$ cat src/rtl/fetch_stage_if.sv
// Fetch-stage bus bundle: instruction-memory request/response, EX redirect,
// decode stall and the IF/ID presentation signals.
interface fetch_stage_if;
    logic        imem_req_valid;
    logic [31:0] imem_req_addr;
    logic        imem_req_ready;
    logic        imem_rsp_valid;
    logic [31:0] imem_rsp_data;
    logic        redirect_valid;
    logic [31:0] redirect_pc;
    logic        id_stall;
    logic        if_valid;
    logic [31:0] if_pc;
    logic [31:0] if_instr;
    logic        if_exc;

    modport master (
        output imem_req_valid, imem_req_addr, if_valid, if_pc, if_instr, if_exc,
        input  imem_req_ready, imem_rsp_valid, imem_rsp_data,
               redirect_valid, redirect_pc, id_stall
    );

    modport slave (
        input  imem_req_valid, imem_req_addr, if_valid, if_pc, if_instr, if_exc,
        output imem_req_ready, imem_rsp_valid, imem_rsp_data,
               redirect_valid, redirect_pc, id_stall
    );
endinterface

$ cat src/rtl/fetch_stage.sv
// RV32 instruction-fetch stage: PC, in-order fetch buffer, stale-response drop.
// Optional FETCH_MISALIGN_CHK_EN: misaligned redirect halts fetch and presents one exception NOP.
module fetch_stage #(
    parameter logic [31:0] RESET_PC   = 32'h0000_0000,
    parameter int unsigned FIFO_DEPTH = 4
) (
    input  logic          clk,
    input  logic          rst,
    fetch_stage_if.master bus
);
    localparam int unsigned      PTR_W   = (FIFO_DEPTH > 1) ? $clog2(FIFO_DEPTH) : 1;
    localparam int unsigned      CNT_W   = PTR_W + 1;
    localparam logic [CNT_W-1:0] DEPTH_C = CNT_W'(FIFO_DEPTH);
    localparam logic [31:0]      NOP     = 32'h0000_0013;

    logic [31:0]           pc_q;
    logic [31:0]           buf_pc    [FIFO_DEPTH];
    logic [31:0]           buf_instr [FIFO_DEPTH];
    logic [FIFO_DEPTH-1:0] filled_q;
    logic [CNT_W-1:0]      wr_ptr_q, fill_ptr_q, rd_ptr_q, drop_cnt_q;
    logic [CNT_W-1:0]      count, unfilled;
    logic [PTR_W-1:0]      wr_idx, fill_idx, rd_idx;
    logic                  halt_q, exc_pend_q;
    logic [31:0]           exc_pc_q;
    logic [31:0]           redir_target;
    logic                  redir_misalign;
    logic                  head_valid, alloc, pop_entry, fill;

`ifdef FETCH_MISALIGN_CHK_EN
    assign redir_target   = bus.redirect_pc;
    assign redir_misalign = |bus.redirect_pc[1:0];
`else
    logic unused_redirect_lsbs;
    assign unused_redirect_lsbs = ^bus.redirect_pc[1:0];
    assign redir_target   = {bus.redirect_pc[31:2], 2'b00};
    assign redir_misalign = 1'b0;
`endif

    // Extended pointers: occupancy and unfilled counts are plain differences.
    assign count    = wr_ptr_q - rd_ptr_q;
    assign unfilled = wr_ptr_q - fill_ptr_q;
    assign wr_idx   = wr_ptr_q[PTR_W-1:0];
    assign fill_idx = fill_ptr_q[PTR_W-1:0];
    assign rd_idx   = rd_ptr_q[PTR_W-1:0];

    assign head_valid = (count != '0) && filled_q[rd_idx];

    always_comb begin
        bus.imem_req_valid = !rst && !bus.redirect_valid && !halt_q &&
                             ((count + drop_cnt_q) < DEPTH_C);
        bus.imem_req_addr  = pc_q;
        bus.if_valid       = !rst && (exc_pend_q || head_valid);
        bus.if_exc         = !rst && exc_pend_q;
        bus.if_pc          = exc_pend_q ? exc_pc_q : buf_pc[rd_idx];
        bus.if_instr       = exc_pend_q ? NOP      : buf_instr[rd_idx];
    end

    assign alloc     = bus.imem_req_valid && bus.imem_req_ready;
    assign pop_entry = head_valid && !exc_pend_q && !bus.id_stall;
    assign fill      = bus.imem_rsp_valid && (drop_cnt_q == '0);

    always_ff @(posedge clk) begin
        if (rst) begin
            pc_q       <= RESET_PC;
            wr_ptr_q   <= '0;
            fill_ptr_q <= '0;
            rd_ptr_q   <= '0;
            drop_cnt_q <= '0;
            filled_q   <= '0;
        end else if (bus.redirect_valid) begin
            // Every in-flight response now belongs to a flushed entry, including
            // any arriving this cycle, which is discarded right here.
            pc_q       <= redir_target;
            wr_ptr_q   <= '0;
            fill_ptr_q <= '0;
            rd_ptr_q   <= '0;
            drop_cnt_q <= drop_cnt_q + unfilled - CNT_W'(bus.imem_rsp_valid);
        end else begin
            if (alloc) begin
                buf_pc[wr_idx]   <= pc_q;
                filled_q[wr_idx] <= 1'b0;
                wr_ptr_q         <= wr_ptr_q + 1'b1;
                pc_q             <= pc_q + 32'd4;
            end
            if (bus.imem_rsp_valid && !fill) begin
                drop_cnt_q <= drop_cnt_q - 1'b1;
            end
            if (fill) begin
                buf_instr[fill_idx] <= bus.imem_rsp_data;
                filled_q[fill_idx]  <= 1'b1;
                fill_ptr_q          <= fill_ptr_q + 1'b1;
            end
            if (pop_entry) begin
                rd_ptr_q <= rd_ptr_q + 1'b1;
            end
        end
    end

`ifdef FETCH_MISALIGN_CHK_EN
    always_ff @(posedge clk) begin
        if (rst) begin
            halt_q     <= 1'b0;
            exc_pend_q <= 1'b0;
            exc_pc_q   <= '0;
        end else if (bus.redirect_valid) begin
            halt_q     <= redir_misalign;
            exc_pend_q <= redir_misalign;
            exc_pc_q   <= bus.redirect_pc;
        end else if (exc_pend_q && !bus.id_stall) begin
            exc_pend_q <= 1'b0;
        end
    end
`else
    logic unused_misalign;
    assign unused_misalign = redir_misalign;
    assign halt_q     = 1'b0;
    assign exc_pend_q = 1'b0;
    assign exc_pc_q   = '0;
`endif
endmodule

$ cat src/flat_wrapper.sv
// flat-port wrapper written by rule: the top's interface ports become plain ports
module fetch_stage_flat 
#(
    parameter logic [31:0] RESET_PC   = 32'h0000_0000,
    parameter int unsigned FIFO_DEPTH = 4
)
  (clk, rst, bus_imem_req_valid, bus_imem_req_addr, bus_if_valid, bus_if_pc, bus_if_instr, bus_if_exc, bus_imem_req_ready, bus_imem_rsp_valid, bus_imem_rsp_data, bus_redirect_valid, bus_redirect_pc, bus_id_stall);
  fetch_stage_if bus_i ();
  input  logic clk;
  input  logic rst;
  output wire logic [$bits(bus_i.imem_req_valid)-1:0] bus_imem_req_valid;
  output wire logic [$bits(bus_i.imem_req_addr)-1:0] bus_imem_req_addr;
  output wire logic [$bits(bus_i.if_valid)-1:0] bus_if_valid;
  output wire logic [$bits(bus_i.if_pc)-1:0] bus_if_pc;
  output wire logic [$bits(bus_i.if_instr)-1:0] bus_if_instr;
  output wire logic [$bits(bus_i.if_exc)-1:0] bus_if_exc;
  input wire logic [$bits(bus_i.imem_req_ready)-1:0] bus_imem_req_ready;
  input wire logic [$bits(bus_i.imem_rsp_valid)-1:0] bus_imem_rsp_valid;
  input wire logic [$bits(bus_i.imem_rsp_data)-1:0] bus_imem_rsp_data;
  input wire logic [$bits(bus_i.redirect_valid)-1:0] bus_redirect_valid;
  input wire logic [$bits(bus_i.redirect_pc)-1:0] bus_redirect_pc;
  input wire logic [$bits(bus_i.id_stall)-1:0] bus_id_stall;
  assign bus_imem_req_valid = bus_i.imem_req_valid;
  assign bus_imem_req_addr = bus_i.imem_req_addr;
  assign bus_if_valid = bus_i.if_valid;
  assign bus_if_pc = bus_i.if_pc;
  assign bus_if_instr = bus_i.if_instr;
  assign bus_if_exc = bus_i.if_exc;
  assign bus_i.imem_req_ready = bus_imem_req_ready;
  assign bus_i.imem_rsp_valid = bus_imem_rsp_valid;
  assign bus_i.imem_rsp_data = bus_imem_rsp_data;
  assign bus_i.redirect_valid = bus_redirect_valid;
  assign bus_i.redirect_pc = bus_redirect_pc;
  assign bus_i.id_stall = bus_id_stall;
  fetch_stage #(.RESET_PC(RESET_PC), .FIFO_DEPTH(FIFO_DEPTH)) u_core (.clk(clk), .rst(rst), .bus(bus_i));
endmodule
$ cat config.mk
export PLATFORM = sky130hd
export DESIGN_NAME = fetch_stage_flat
export DESIGN_NICKNAME = d
export VERILOG_FILES = /design/src/rtl/fetch_stage_if.sv /design/src/rtl/fetch_stage.sv /design/src/flat_wrapper.sv
export SDC_FILE = /design/constraint.sdc
export NUM_CORES = 1
export LEC_CHECK = 0
export CORE_ASPECT_RATIO = 1.2
export CORE_UTILIZATION = 40
export DETAILED_ROUTE_END_ITERATION = 10
export SLEW_MARGIN = 0
export SYNTH_ARGS = -nofsm -noshare
export SYNTH_HDL_FRONTEND = slang
export SYNTH_SLANG_ARGS = --single-unit
$ cat constraint.sdc
create_clock -name clk -period 3.3 [get_ports clk]
set_input_delay 0.495 -clock clk [delete_from_list [all_inputs] [get_ports clk]]
set_output_delay 0.495 -clock clk [all_outputs]
set_load 0.01 [all_outputs]
==> key figures <==
Worst setup path
  – Length in cells of the worst reg-to-reg path: 11
  – CP required: 2.80 ns
  – Sum of buffers and inverters on the critical path: 3
  – Most used cell, CP: inv_1
  – Worst R2R End: u_core.buf_pc[3][3]
  – Start-to-end type of the worst setup path: register to output port
  – Worst path slowest cell: fa_2
  – Top Family by Delay on Critical Path: adder cells
  – Capturing element type of the critical path: output port
  – Crit-path max cell delay: 0.57 ns
  – Arrival time of data at the critical path endpoint: 2.68 ns
  – Worst Path Max Fanout: 4
  – Crit-path cells: inv_1 > ha_1 > inv_1 > fa_2 > ha_4 > a31oi_4 > xor2_4 > nor2_2 > clkdlybuf4s15_1
  – Source of the worst register-to-register timing path: u_core.wr_ptr_q[0]
  – Startpoint types: register
  – Register-to-register setup slack: 0.28 ns

Logic synthesis
  – Leading cell type by number of instances after synthesis: edfxtp_1
  – Post-synthesis cell count: 702
  – Number of enable-type register cells in the synthesized netlist: 248
  – Leading register cell type out of synthesis: edfxtp_1
  – Top cell type by total area after synthesis: edfxtp_1
  – #FFs+latches synth: 296
  – Share of Yosys cell area claimed by the top area cell type: 61.7%
  – Synth warn: 0
  – Synth area leaders: edfxtp_1, mux4_2, dfxtp_1
  – Register area share after synthesis: 69.6%
  – Synthesized area per cell: 17.2 um^2
  – Number of different library cells in the post-synthesis netlist: 57
  – FFs w/ async S/R, synth: 0%
  – Post-synthesis instance area: 12100 um^2
  – Cell types with the highest counts after synthesis: edfxtp_1, mux4_2, dfxtp_1, nor2_1, nand2_1

Cells and area
  – Diode insertion count for antenna repair: 0
  – Total non-filler cell area in the finished layout: 15500 um^2
  – Post-layout instance count excluding filler cells: 1309
  – Number of nets in the layout: 986
  – Share of layout cells above drive strength 1: 19.2%
  – Area growth syn-to-layout: 28.1%

GRT
  – First-pass GRT wire length: 41700 um
  – Remaining Overflow, GRT: 0
  – Number of global-route vias before repair: 7206
  – Overall track demand over capacity in global routing: 17.7%
  – Maximum number of pins on one net before global-route repair: 46
  – Number of antenna violations at the first check in global routing: 0

Floorplan
  – IO Pins: 169
  – Horiz. Die Dim: 161 um
  – Die ar.: 30900 um^2
  – Starting Density: 40.8%
  – Site Rows: 69
  – Core footprint: 29600 um^2
  – Die Y-Extent: 192 um

Run
  – Max-capacitance violation count: 0

Clock network
  – Clock latency reported for the late side of the worst-skew pair: 0.55 ns
  – TritonCTS Buffers: 30
  – Root buffer cell: clkbuf_16
  – CTS Sinks: 296
  – Max Root-Sink Buffers: 3
  – H-tree depth: 1
  – Worst-path clk slew: 0.06 ns
  – Hold buffers post-CTS: 0
  – TritonCTS clock tree: done

Placement
  – Final weighted congestion in routability-driven placement: 0.830
  – Number of buffer cells added on primary ports: 161
  – Post-Place Cells: 1253
  – HPWL after DPL: 17700 um
  – Area post-placement: 14400 um^2

STA
  – Slew of the pin with the lowest slew margin: 0.549 ns
  – Final-report hold violation count: 0
  – Total of endpoints with negative setup slack in the final report: 0
  – Final slew viol count: 0
  – Worst slew margin relative to its limit: 63.4%
  – Setup repair after global routing missed its margin: false
  – Clock skew after layout: 0.0131 ns
  – Total Neg Setup Slack: 0 ns
  – Hold slack final: 0.497 ns
  – Final worst-path cycle share: 96.1%
  – Highest clock rate: 315 MHz
  – Shortest period the worst path allows: 3.17 ns

Hold path
  – Class of the tightest hold or removal check: register to register
  – Hold Path Cell Cnt: 1
  – Start point of the worst min-delay path: u_core.filled_q[3]
  – Worst Hold Path EP: u_core.filled_q[3]

Detailed routing
  – Total number of vias: 7004
  – DRC marker count from the first detailed-route iteration: 371
  – Drt drc: 0
  – Total length of routed wires: 27100 um
  – Detail Route Antenna Nets: 0
  – Drt first pass iters: 4
  – Average vias per placed instance: 5.35
  – Final routed wire length divided by cell count: 20.7 um

Power
  – Total power after layout: 8.55 mW
  – Worst vdd rail ir drop: 0.000313 V
  – PwrDens: 553 nW/um^2
  – Leakage: 4.96 nW

Run status
  – Result of the run: finished clean
## registers in the layout, indices dropped and copies added, names as in the netlist, named ones only
register,flops
u_core.wr_ptr_q,3
u_core.fill_ptr_q,3
u_core.filled_q,4
u_core.buf_pc,120
u_core.rd_ptr_q,3
u_core.drop_cnt_q,3
u_core.buf_instr,128
u_core.bus.imem_req_addr,30
## repair_timing
action                                 in CTS  in global routing
gates resized for setup                     7                  3
endpoints found under the hold margin       0                  0
setup endpoints to repair                  18                 27
pin swaps                                   2                  0
setup buffers                               1                  0
## logic make-up after synthesis
| logic type | after synthesis | share of synthesized area [%] |
|---|---|---|
| buffers and inverters | 69 | 2.51 |
| DFF | 296 | 69.6 |
| muxes | 66 | 12.0 |
| adders and majority gates | 20 | 2.38 |
| and+or+nand+nor | 160 | 7.16 |
| xor gates and xnor gates | 13 | 1.38 |
| AOI/OAI and AO/OA | 77 | 4.89 |
| other | 1 | 0.0311 |
## cell type report
type | instances | area (um^2)
Fill cell | 2427 | 14200
Sequential cell | 296 | 8420
Multi-Input combinational cell | 341 | 3440
Timing Repair Buffer | 199 | 2030
Clock buffer | 42 | 847
Tap cell | 390 | 488
Inverter | 28 | 120
Clock inverter | 13 | 118
## routing by layer
layer / vias up / GRT usage, % / routed length (um)
met3: 38 / 2.39 / 1490
met2: 231 / 30.8 / 13600
met4: 0 / 3.99 / 425
li1: 3201 / - / -
met1: 3534 / 23.6 / 11600
met5: - / 0 / 0
## worst register-to-register path: cells and delay by family (launching register included)
| family | cells | cell delay, ns |
|---|---|---|
| adders and majority gates | 3 | 0.95 |
| buffers and inverters | 5 | 0.79 |
| DFF | 1 | 0.36 |
| xor gates and xnor gates | 1 | 0.25 |
| and+or+nand+nor | 1 | 0.25 |
| AOI/OAI and AO/OA | 1 | 0.11 |
## power by group
| group | switching (mW) | internal (mW) | total, mW |
|---|---|---|---|
| sequential | 0.115 | 4.17 | 4.29 |
| clock | 1.33 | 1.94 | 3.27 |
| combinational | 0.520 | 0.468 | 0.988 |
| total | 1.97 | 6.58 | 8.55 |
## stage by stage
step                      worst slack, ns  utilization [%]
after floorplan                    0.0307                -
after global placement             -0.237             48.8
after detailed placement           -0.282             48.8
after CTS                          0.0599             52.2
after global routing               0.0199             52.2
final                               0.129             52.2
## layout by cell type, fill, tap and decap left out, drive strengths merged, types with 6 or more instances in the layout
master	count
nand4	15
clkbuf	42
xnor2	10
edfxtp	248
a31oi	6
a311oi	11
mux4	63
a31o	6
dfxtp	48
clkdlybuf4s50	160
inv	23
or3	6
nand3	21
nand2	27
o31ai	6
clkinv	11
or4	10
ha	15
nor3	7
o21ai	16
a21oi	6
buf	38
and4	6
nor2	35
## worst max-delay path by stage
stage	depth (start not counted)	slack [ns]	end	from
finish	9	0.13	bus_imem_req_valid	u_core.wr_ptr_q[0]
global route	9	0.02	bus_imem_req_valid	u_core.wr_ptr_q[0]
CTS	9	0.06	bus_imem_req_valid	u_core.wr_ptr_q[0]
detailed placement	13	-0.28	u_core.drop_cnt_q[2]	bus_imem_rsp_valid
global placement	13	-0.24	u_core.drop_cnt_q[2]	bus_imem_rsp_valid
floorplan	10	0.03	u_core.buf_pc[3][10]	u_core.wr_ptr_q[0]
Note: power is estimated with default switching activity, not from simulation.
